## src/rtl/puf_digit_formatter_pkg.sv

```systemverilog
// -----------------------------------------------------------------------------
// puf_digit_formatter_pkg
// Shared types and constants for the PUF digit formatter slice.
//   state_t     : FSM encoding (IDLE, SHIFT, DONE)
//   constants   : digit counts, input width, shift count, decimal maximum
//   bcd_adjust  : double-dabble per-digit correction (+3 when digit >= 5)
// -----------------------------------------------------------------------------
package puf_digit_formatter_pkg;

    typedef enum logic [1:0] {
        IDLE  = 2'd0,
        SHIFT = 2'd1,
        DONE  = 2'd2
    } state_t;

    localparam int NUM_DIGITS  = 4;
    localparam int BCD_DIGITS  = 5;
    localparam int IN_WIDTH    = 16;
    localparam int SHIFT_COUNT = 16;
    localparam int DIGIT_WIDTH = 4;
    localparam int BCD_WIDTH   = DIGIT_WIDTH * BCD_DIGITS;
    localparam int DISP_WIDTH  = DIGIT_WIDTH * NUM_DIGITS;

    localparam logic [IN_WIDTH-1:0] DEC_MAX = 16'd9999;

    // Displayed pattern when a decimal result is saturated (all nines).
    localparam logic [DISP_WIDTH-1:0] SAT_DIGITS = 16'h9999;

    // A digit >= 5 would become >= 10 after the next doubling; adding 3
    // first makes the carry land in the next digit. Stays within 4 bits
    // because only values 0..9 are ever presented.
    function automatic logic [DIGIT_WIDTH-1:0] bcd_adjust(input logic [DIGIT_WIDTH-1:0] d);
        return (d >= 4'd5) ? (d + 4'd3) : d;
    endfunction

endpackage

```

## src/rtl/puf_digit_formatter_if.sv

```systemverilog
// -----------------------------------------------------------------------------
// puf_digit_formatter_if
// Bundles the input handshake and the digit output bus of the formatter.
//   master : drives in_valid/in_data/dec_mode, observes everything else
//   slave  : the formatter itself
//
// Handshake: a value transfers on a rising edge where in_valid && in_ready.
// in_ready is high only while the formatter is idle; in_valid offered while
// in_ready is low is ignored (no queue), and in_data/dec_mode only need to
// be valid on the transfer edge. out_valid is a one-cycle pulse marking the
// cycle in which the digit registers and overflow hold a fresh result.
// -----------------------------------------------------------------------------
interface puf_digit_formatter_if;
    import puf_digit_formatter_pkg::*;

    logic                   in_valid;
    logic                   in_ready;
    logic [IN_WIDTH-1:0]    in_data;
    logic                   dec_mode;
    logic [DIGIT_WIDTH-1:0] ones;
    logic [DIGIT_WIDTH-1:0] tens;
    logic [DIGIT_WIDTH-1:0] hundreds;
    logic [DIGIT_WIDTH-1:0] thousands;
    logic                   out_valid;
    logic                   overflow;
    logic                   busy;

    modport master (
        output in_valid, in_data, dec_mode,
        input  in_ready, ones, tens, hundreds, thousands, out_valid, overflow, busy
    );

    modport slave (
        input  in_valid, in_data, dec_mode,
        output in_ready, ones, tens, hundreds, thousands, out_valid, overflow, busy
    );

endinterface

```

## src/rtl/bcd_dabble_step.sv

```systemverilog
// -----------------------------------------------------------------------------
// bcd_dabble_step
// Combinational add-3 correction applied to every digit of the BCD scratch
// before the double-dabble shift. No carries cross digit boundaries.
//   scratch_in  : 20-bit BCD scratch (5 digits)
//   scratch_out : same scratch with each digit >= 5 incremented by 3
// -----------------------------------------------------------------------------
module bcd_dabble_step
    import puf_digit_formatter_pkg::*;
(
    input  logic [BCD_WIDTH-1:0] scratch_in,
    output logic [BCD_WIDTH-1:0] scratch_out
);

    always_comb begin
        scratch_out = '0;
        for (int i = 0; i < BCD_DIGITS; i++) begin
            scratch_out[i*DIGIT_WIDTH +: DIGIT_WIDTH] =
                bcd_adjust(scratch_in[i*DIGIT_WIDTH +: DIGIT_WIDTH]);
        end
    end

endmodule

```

## src/rtl/puf_digit_formatter.sv

```systemverilog
// -----------------------------------------------------------------------------
// puf_digit_formatter
// Turns a 16-bit value into four display digits. Hex mode splits nibbles;
// decimal mode runs a 16-step double-dabble (one shift per clock) with
// optional saturation to 9999 when the value exceeds four decimal digits.
// Digit outputs only change on the DONE->IDLE edge so a multiplexed display
// never sees partial results.
//   clk_100MHz : system clock
//   reset      : asynchronous, active-high; aborts any conversion
//   bus        : handshake + digit outputs (slave side)
//   dbg_state  : current FSM state
// Parameter SAT_ON_OVF: 1 shows 9999 on decimal overflow, 0 shows the low
// four BCD digits. overflow is flagged either way.
// -----------------------------------------------------------------------------
module puf_digit_formatter
    import puf_digit_formatter_pkg::*;
#(
    parameter bit SAT_ON_OVF = 1'b1
)(
    input  logic                    clk_100MHz,
    input  logic                    reset,
    puf_digit_formatter_if.slave    bus,
    output state_t                  dbg_state
);

    state_t                 state_q,     state_d;
    logic [IN_WIDTH-1:0]    shreg_q,     shreg_d;
    logic [BCD_WIDTH-1:0]   scratch_q,   scratch_d;
    logic [3:0]             cnt_q,       cnt_d;
    logic                   dec_q,       dec_d;
    logic [DISP_WIDTH-1:0]  digits_q,    digits_d;
    logic                   out_valid_q, out_valid_d;
    logic                   overflow_q,  overflow_d;

    logic [BCD_WIDTH-1:0]   scratch_adj;
    logic                   accept;

    bcd_dabble_step u_step (
        .scratch_in  (scratch_q),
        .scratch_out (scratch_adj)
    );

    assign accept = (state_q == IDLE) && bus.in_valid;

    always_comb begin
        state_d     = state_q;
        shreg_d     = shreg_q;
        scratch_d   = scratch_q;
        cnt_d       = cnt_q;
        dec_d       = dec_q;
        digits_d    = digits_q;
        overflow_d  = overflow_q;
        out_valid_d = 1'b0;

        case (state_q)
            IDLE: begin
                if (accept) begin
                    shreg_d   = bus.in_data;
                    scratch_d = '0;
                    dec_d     = bus.dec_mode;
                    cnt_d     = '0;
                    state_d   = bus.dec_mode ? SHIFT : DONE;
                end
            end

            SHIFT: begin
                // Correction and shift in the same cycle; the MSB of the
                // corrected scratch is always zero for 16-bit inputs.
                {scratch_d, shreg_d} = {scratch_adj, shreg_q} << 1;
                cnt_d = cnt_q + 4'd1;
                if (cnt_q == 4'(SHIFT_COUNT - 1)) begin
                    state_d = DONE;
                end
            end

            DONE: begin
                out_valid_d = 1'b1;
                state_d     = IDLE;
                if (!dec_q) begin
                    // No shifts happened, so shreg still holds the input.
                    digits_d   = shreg_q;
                    overflow_d = 1'b0;
                end else if (scratch_q[BCD_WIDTH-1 -: DIGIT_WIDTH] != '0) begin
                    // A nonzero fifth digit means the value exceeded DEC_MAX.
                    overflow_d = 1'b1;
                    digits_d   = SAT_ON_OVF ? SAT_DIGITS : scratch_q[DISP_WIDTH-1:0];
                end else begin
                    overflow_d = 1'b0;
                    digits_d   = scratch_q[DISP_WIDTH-1:0];
                end
            end

            default: begin
                state_d = IDLE;
            end
        endcase
    end

    always_ff @(posedge clk_100MHz or posedge reset) begin
        if (reset) begin
            state_q     <= IDLE;
            shreg_q     <= '0;
            scratch_q   <= '0;
            cnt_q       <= '0;
            dec_q       <= 1'b0;
            digits_q    <= '0;
            out_valid_q <= 1'b0;
            overflow_q  <= 1'b0;
        end else begin
            state_q     <= state_d;
            shreg_q     <= shreg_d;
            scratch_q   <= scratch_d;
            cnt_q       <= cnt_d;
            dec_q       <= dec_d;
            digits_q    <= digits_d;
            out_valid_q <= out_valid_d;
            overflow_q  <= overflow_d;
        end
    end

    assign bus.in_ready  = (state_q == IDLE);
    assign bus.busy      = (state_q != IDLE);
    assign bus.ones      = digits_q[3:0];
    assign bus.tens      = digits_q[7:4];
    assign bus.hundreds  = digits_q[11:8];
    assign bus.thousands = digits_q[15:12];
    assign bus.out_valid = out_valid_q;
    assign bus.overflow  = overflow_q;
    assign dbg_state     = state_q;

endmodule

```

## src/flat_wrapper.sv

```systemverilog
// flat-port wrapper written by rule: the top's interface ports become plain ports
module puf_digit_formatter_flat import puf_digit_formatter_pkg::*;
#(
    parameter bit SAT_ON_OVF = 1'b1
)
  (clk_100MHz, reset, dbg_state, bus_in_valid, bus_in_data, bus_dec_mode, bus_in_ready, bus_ones, bus_tens, bus_hundreds, bus_thousands, bus_out_valid, bus_overflow, bus_busy);
  puf_digit_formatter_if bus_i ();
  input  logic clk_100MHz;
  input  logic reset;
  output state_t dbg_state;
  input wire logic [$bits(bus_i.in_valid)-1:0] bus_in_valid;
  input wire logic [$bits(bus_i.in_data)-1:0] bus_in_data;
  input wire logic [$bits(bus_i.dec_mode)-1:0] bus_dec_mode;
  output wire logic [$bits(bus_i.in_ready)-1:0] bus_in_ready;
  output wire logic [$bits(bus_i.ones)-1:0] bus_ones;
  output wire logic [$bits(bus_i.tens)-1:0] bus_tens;
  output wire logic [$bits(bus_i.hundreds)-1:0] bus_hundreds;
  output wire logic [$bits(bus_i.thousands)-1:0] bus_thousands;
  output wire logic [$bits(bus_i.out_valid)-1:0] bus_out_valid;
  output wire logic [$bits(bus_i.overflow)-1:0] bus_overflow;
  output wire logic [$bits(bus_i.busy)-1:0] bus_busy;
  assign bus_i.in_valid = bus_in_valid;
  assign bus_i.in_data = bus_in_data;
  assign bus_i.dec_mode = bus_dec_mode;
  assign bus_in_ready = bus_i.in_ready;
  assign bus_ones = bus_i.ones;
  assign bus_tens = bus_i.tens;
  assign bus_hundreds = bus_i.hundreds;
  assign bus_thousands = bus_i.thousands;
  assign bus_out_valid = bus_i.out_valid;
  assign bus_overflow = bus_i.overflow;
  assign bus_busy = bus_i.busy;
  puf_digit_formatter #(.SAT_ON_OVF(SAT_ON_OVF)) u_core (.clk_100MHz(clk_100MHz), .reset(reset), .bus(bus_i), .dbg_state(dbg_state));
endmodule
```

## config.mk

```make
export PLATFORM = sky130hd
export DESIGN_NAME = puf_digit_formatter_flat
export DESIGN_NICKNAME = d
export VERILOG_FILES = /design/src/rtl/puf_digit_formatter_pkg.sv /design/src/rtl/puf_digit_formatter_if.sv /design/src/rtl/bcd_dabble_step.sv /design/src/rtl/puf_digit_formatter.sv /design/src/flat_wrapper.sv
export SDC_FILE = /design/constraint.sdc
export NUM_CORES = 1
export LEC_CHECK = 0
export ABC_AREA = 1
export CORE_MARGIN = 2
export CORE_UTILIZATION = 56
export CTS_CLUSTER_DIAMETER = 50
export DETAILED_ROUTE_END_ITERATION = 8
export PLACE_DENSITY_LB_ADDON = 0.05
export SLEW_MARGIN = 10
export SYNTH_ARGS = -nofsm -noshare
export SYNTH_HDL_FRONTEND = slang
export SYNTH_HIERARCHICAL = 1
export SYNTH_SLANG_ARGS = --single-unit
```

## constraint.sdc

```tcl
create_clock -name clk_100MHz -period 2.65 [get_ports clk_100MHz]
set_input_delay 0.53 -clock clk_100MHz [delete_from_list [all_inputs] [get_ports clk_100MHz]]
set_output_delay 0.53 -clock clk_100MHz [all_outputs]
set_load 0.01 [all_outputs]
```

==> flow_metrics.py, run 1 <==
metrics = {
    "outcome": {
        "status": "completed",
    },
    "clock_tree": {
        "total_of_hold_buffers_inserted_after_clock_tree_synthesis": 0,
        "tritoncts": "built",
        "cts_inserted_buffers": 9,
        "post_cts_sizing": 0,
        "postCtsSetupRepairBufs": 0,
        "ctsRootBufferMaster": "clkbuf_8",
        "clock_sinks": 61,
        "ctsLongestPathBuffers": 2,
        "cts.clk_slew.worst_paths_ps": 60,
        "ctsHtreeMaxLevel": 3,
        "clk_latency_ps": 330,
    },
    "routing": {
        "totalWireLength_um": 7715,
        "route.detailed.vias_per_inst": 5.173,
        "drc_errors": 0,
        "detailroute.via_count": 3192,
        "detailedRoute.firstIterationViolations": 240,
        "ant_nets": 0,
        "drt-wirelength-per-cell_um": 12.50,
        "detailedRoute.firstPassIterationCount": 4,
    },
    "worst_setup_path": {
        "timing.setup.critical_path_class": "flop to output pin",
        "cp_max_fo": 20,
        "cp-end-kind": "output pin",
        "worst_path_largest_cell_delay_ps": 770,
        "critical_path_buf_inv_count": 2,
        "worst_ep_required_time_ps": 2120,
        "cp-start-kind": "flop",
        "ordered_cell_list_for_the_critical_path": "inv_2, nand2_1, clkdlybuf4s50_1",
        "cp_max_delay_cell": "dfrtp_1",
        "worst_path_dominant_cell_family": "flip-flops",
        "worst_ep_arrival_time_ps": 1900,
    },
    "floorplan": {
        "floorplan.core_area_sq_um": 5991,
        "initial_utilization": 0.5840,
        "dieArea_sq_um": 6896,
        "die_width_um": 83.04,
        "die-height_um": 83.04,
        "std_cell_rows": 28,
        "ios": 42,
    },
    "power": {
        "leakagePower_nw": 2.212,
        "ir_drop_uv": 736.2,
        "power_density_nw_per_um2": 1115,
    },
    "final_layout": {
        "syn2layout_area_growth_pct": 17.88,
        "nets": 569,
        "layout.core_utilization": 0.6884,
        "post_route_cells_drive_above_1_share": 0.08118,
        "antennaDiodeCount": 0,
    },
    "timing": {
        "setup_repair_after_global_routing_missed_its_margin": "no",
        "layout_worst_path_cycle_share": 0.9151,
        "maxSlewViolCount": 0,
        "total_negative_setup_slack_ps": 0,
        "tightest_slew_ps": 693.2,
        "layout_min_cycle_time_ps": 2425,
        "timing.max_slew.rel_slack": 0.5374,
        "hold_viol": 0,
        "whs_ps": 476.7,
        "final_setup_violation_count": 0,
        "fmax_mhz": 412.4,
        "skew_ps": 8.839,
    },
    "synth": {
        "post_synth_inst_count": 499,
        "netlist_area_sq_um": 3498,
        "synth_area_per_inst_sq_um": 7.011,
        "synth_fp_nets": 530,
        "ys.warnings.count": 6,
    },
    "placement": {
        "place.gp.congestion": 0.8103,
        "dp.final_hpwl_um": 5289,
        "io_buffer_count": 41,
    },
    "global_route": {
        "grt_pass1_wl_um": 13930,
        "grt_pass1_vias": 3100,
        "grt.total_usage": 0.2419,
        "pin_count_of_the_biggest_net_entering_global_routing": 41,
        "grt.overflow.total": 0,
        "number_of_antenna_violations_at_the_first_check_in_global_routing": 0,
    },
    "job": {
        "maximum_capacitance_violations": 0,
    },
    "min_path": {
        "hp-class": "flop to flop",
    },
}
report_power, final:
group	leakage (nW)	switching (mW)	total [mW]	internal, mW
sequential	0.787	0.386	1.70	1.32
clock	0.0926	0.344	0.754	0.410
combinational	1.33	1.28	2.14	0.860
sequential cells by signal, summed over array words and instances, names as in the netlist:
register / cells
u_core/dbg_state: 2
u_core/scratch_q: 20
u_core/digits_q: 16
u_core/bus.overflow: 1
u_core/dec_q: 1
u_core/shreg_q: 16
u_core/bus.out_valid: 1
u_core/cnt_q: 4
cell type report:
cell class / count / area (sq um)
Clock buffer: 14 / 172.7
Fill cell: 538 / 1867
Sequential cell: 61 / 1526
Clock inverter: 1 / 5.005
Multi-Input combinational cell: 365 / 1659
Timing Repair Buffer: 46 / 460.4
Tap cell: 75 / 93.84
Inverter: 55 / 206.4
worst register-to-register path, stage by stage, from the launching register on:
cell	delay, ps
dfrtp_1	770
inv_2	120
nand2_2	420
inv_2	220
nor2_1	150
a21oi_1	50
cell usage in the layout, fill, tap and decap left out, drive strengths merged:
master and instances:
dfrtp 61, nand4 1, o21ai 24, nor2 49
nand3 42, inv 55, buf 5, clkinv 1
nand2 214, xnor2 1, ha 11, clkdlybuf4s50 41
a21oi 23, clkbuf 14
metal layers:
| layer | track usage | wire, um |
|---|---|---|
| met2 | 0.3952 | 3689 |
| met4 | 0.09985 | 188 |
| met1 | 0.3232 | 3548 |
| met3 | 0.03579 | 290 |
| met5 | 0 | 0 |
path summary, 6_finish.rpt:
| path | cells past startpoint | endpoint | startpoint | slack (ps) |
|---|---|---|---|---|
| max in group asynchronous | 3 | u_core/shreg_q[12]$_DFFE_PP0P_ | reset | 1530 |
| worst max register to register | 5 | u_core/digits_q[14]$_DFFE_PP0P_ | u_core/dbg_state[0]$_DFFE_PP0P_ | 810 |
| worst min-delay path | 2 | u_core/digits_q[3]$_DFFE_PP0P_ | u_core/digits_q[3]$_DFFE_PP0P_ | 480 |
| worst min register to register | 2 | u_core/digits_q[3]$_DFFE_PP0P_ | u_core/digits_q[3]$_DFFE_PP0P_ | 480 |
| min in group asynchronous | 2 | u_core/digits_q[8]$_DFFE_PP0P_ | reset | 540 |
| worst max-delay path | 3 | bus_busy | u_core/dbg_state[0]$_DFFE_PP0P_ | 220 |
stage by stage:
stage | setup WS [ps] | instances | power (mW) | area, sq um
after detailed placement | 586.7 | 602 | 3.853 | 3946
after global routing | 64.77 | 617 | 5.025 | 4124
final | 224.9 | 617 | 4.596 | 4124
after floorplan | 607.0 | 499 | 3.148 | 3498
after global placement | 621.8 | 602 | 3.803 | 3946
after CTS | 213.0 | 617 | 4.626 | 4124
Note: power is estimated with default switching activity, not from simulation.
==> run 2, diff against run 1 <==
- SKIP_CTS_REPAIR_TIMING: default -> 1
==> results of run 2 <==
The final DEF is identical to that of run 1; final timing and power are the same.
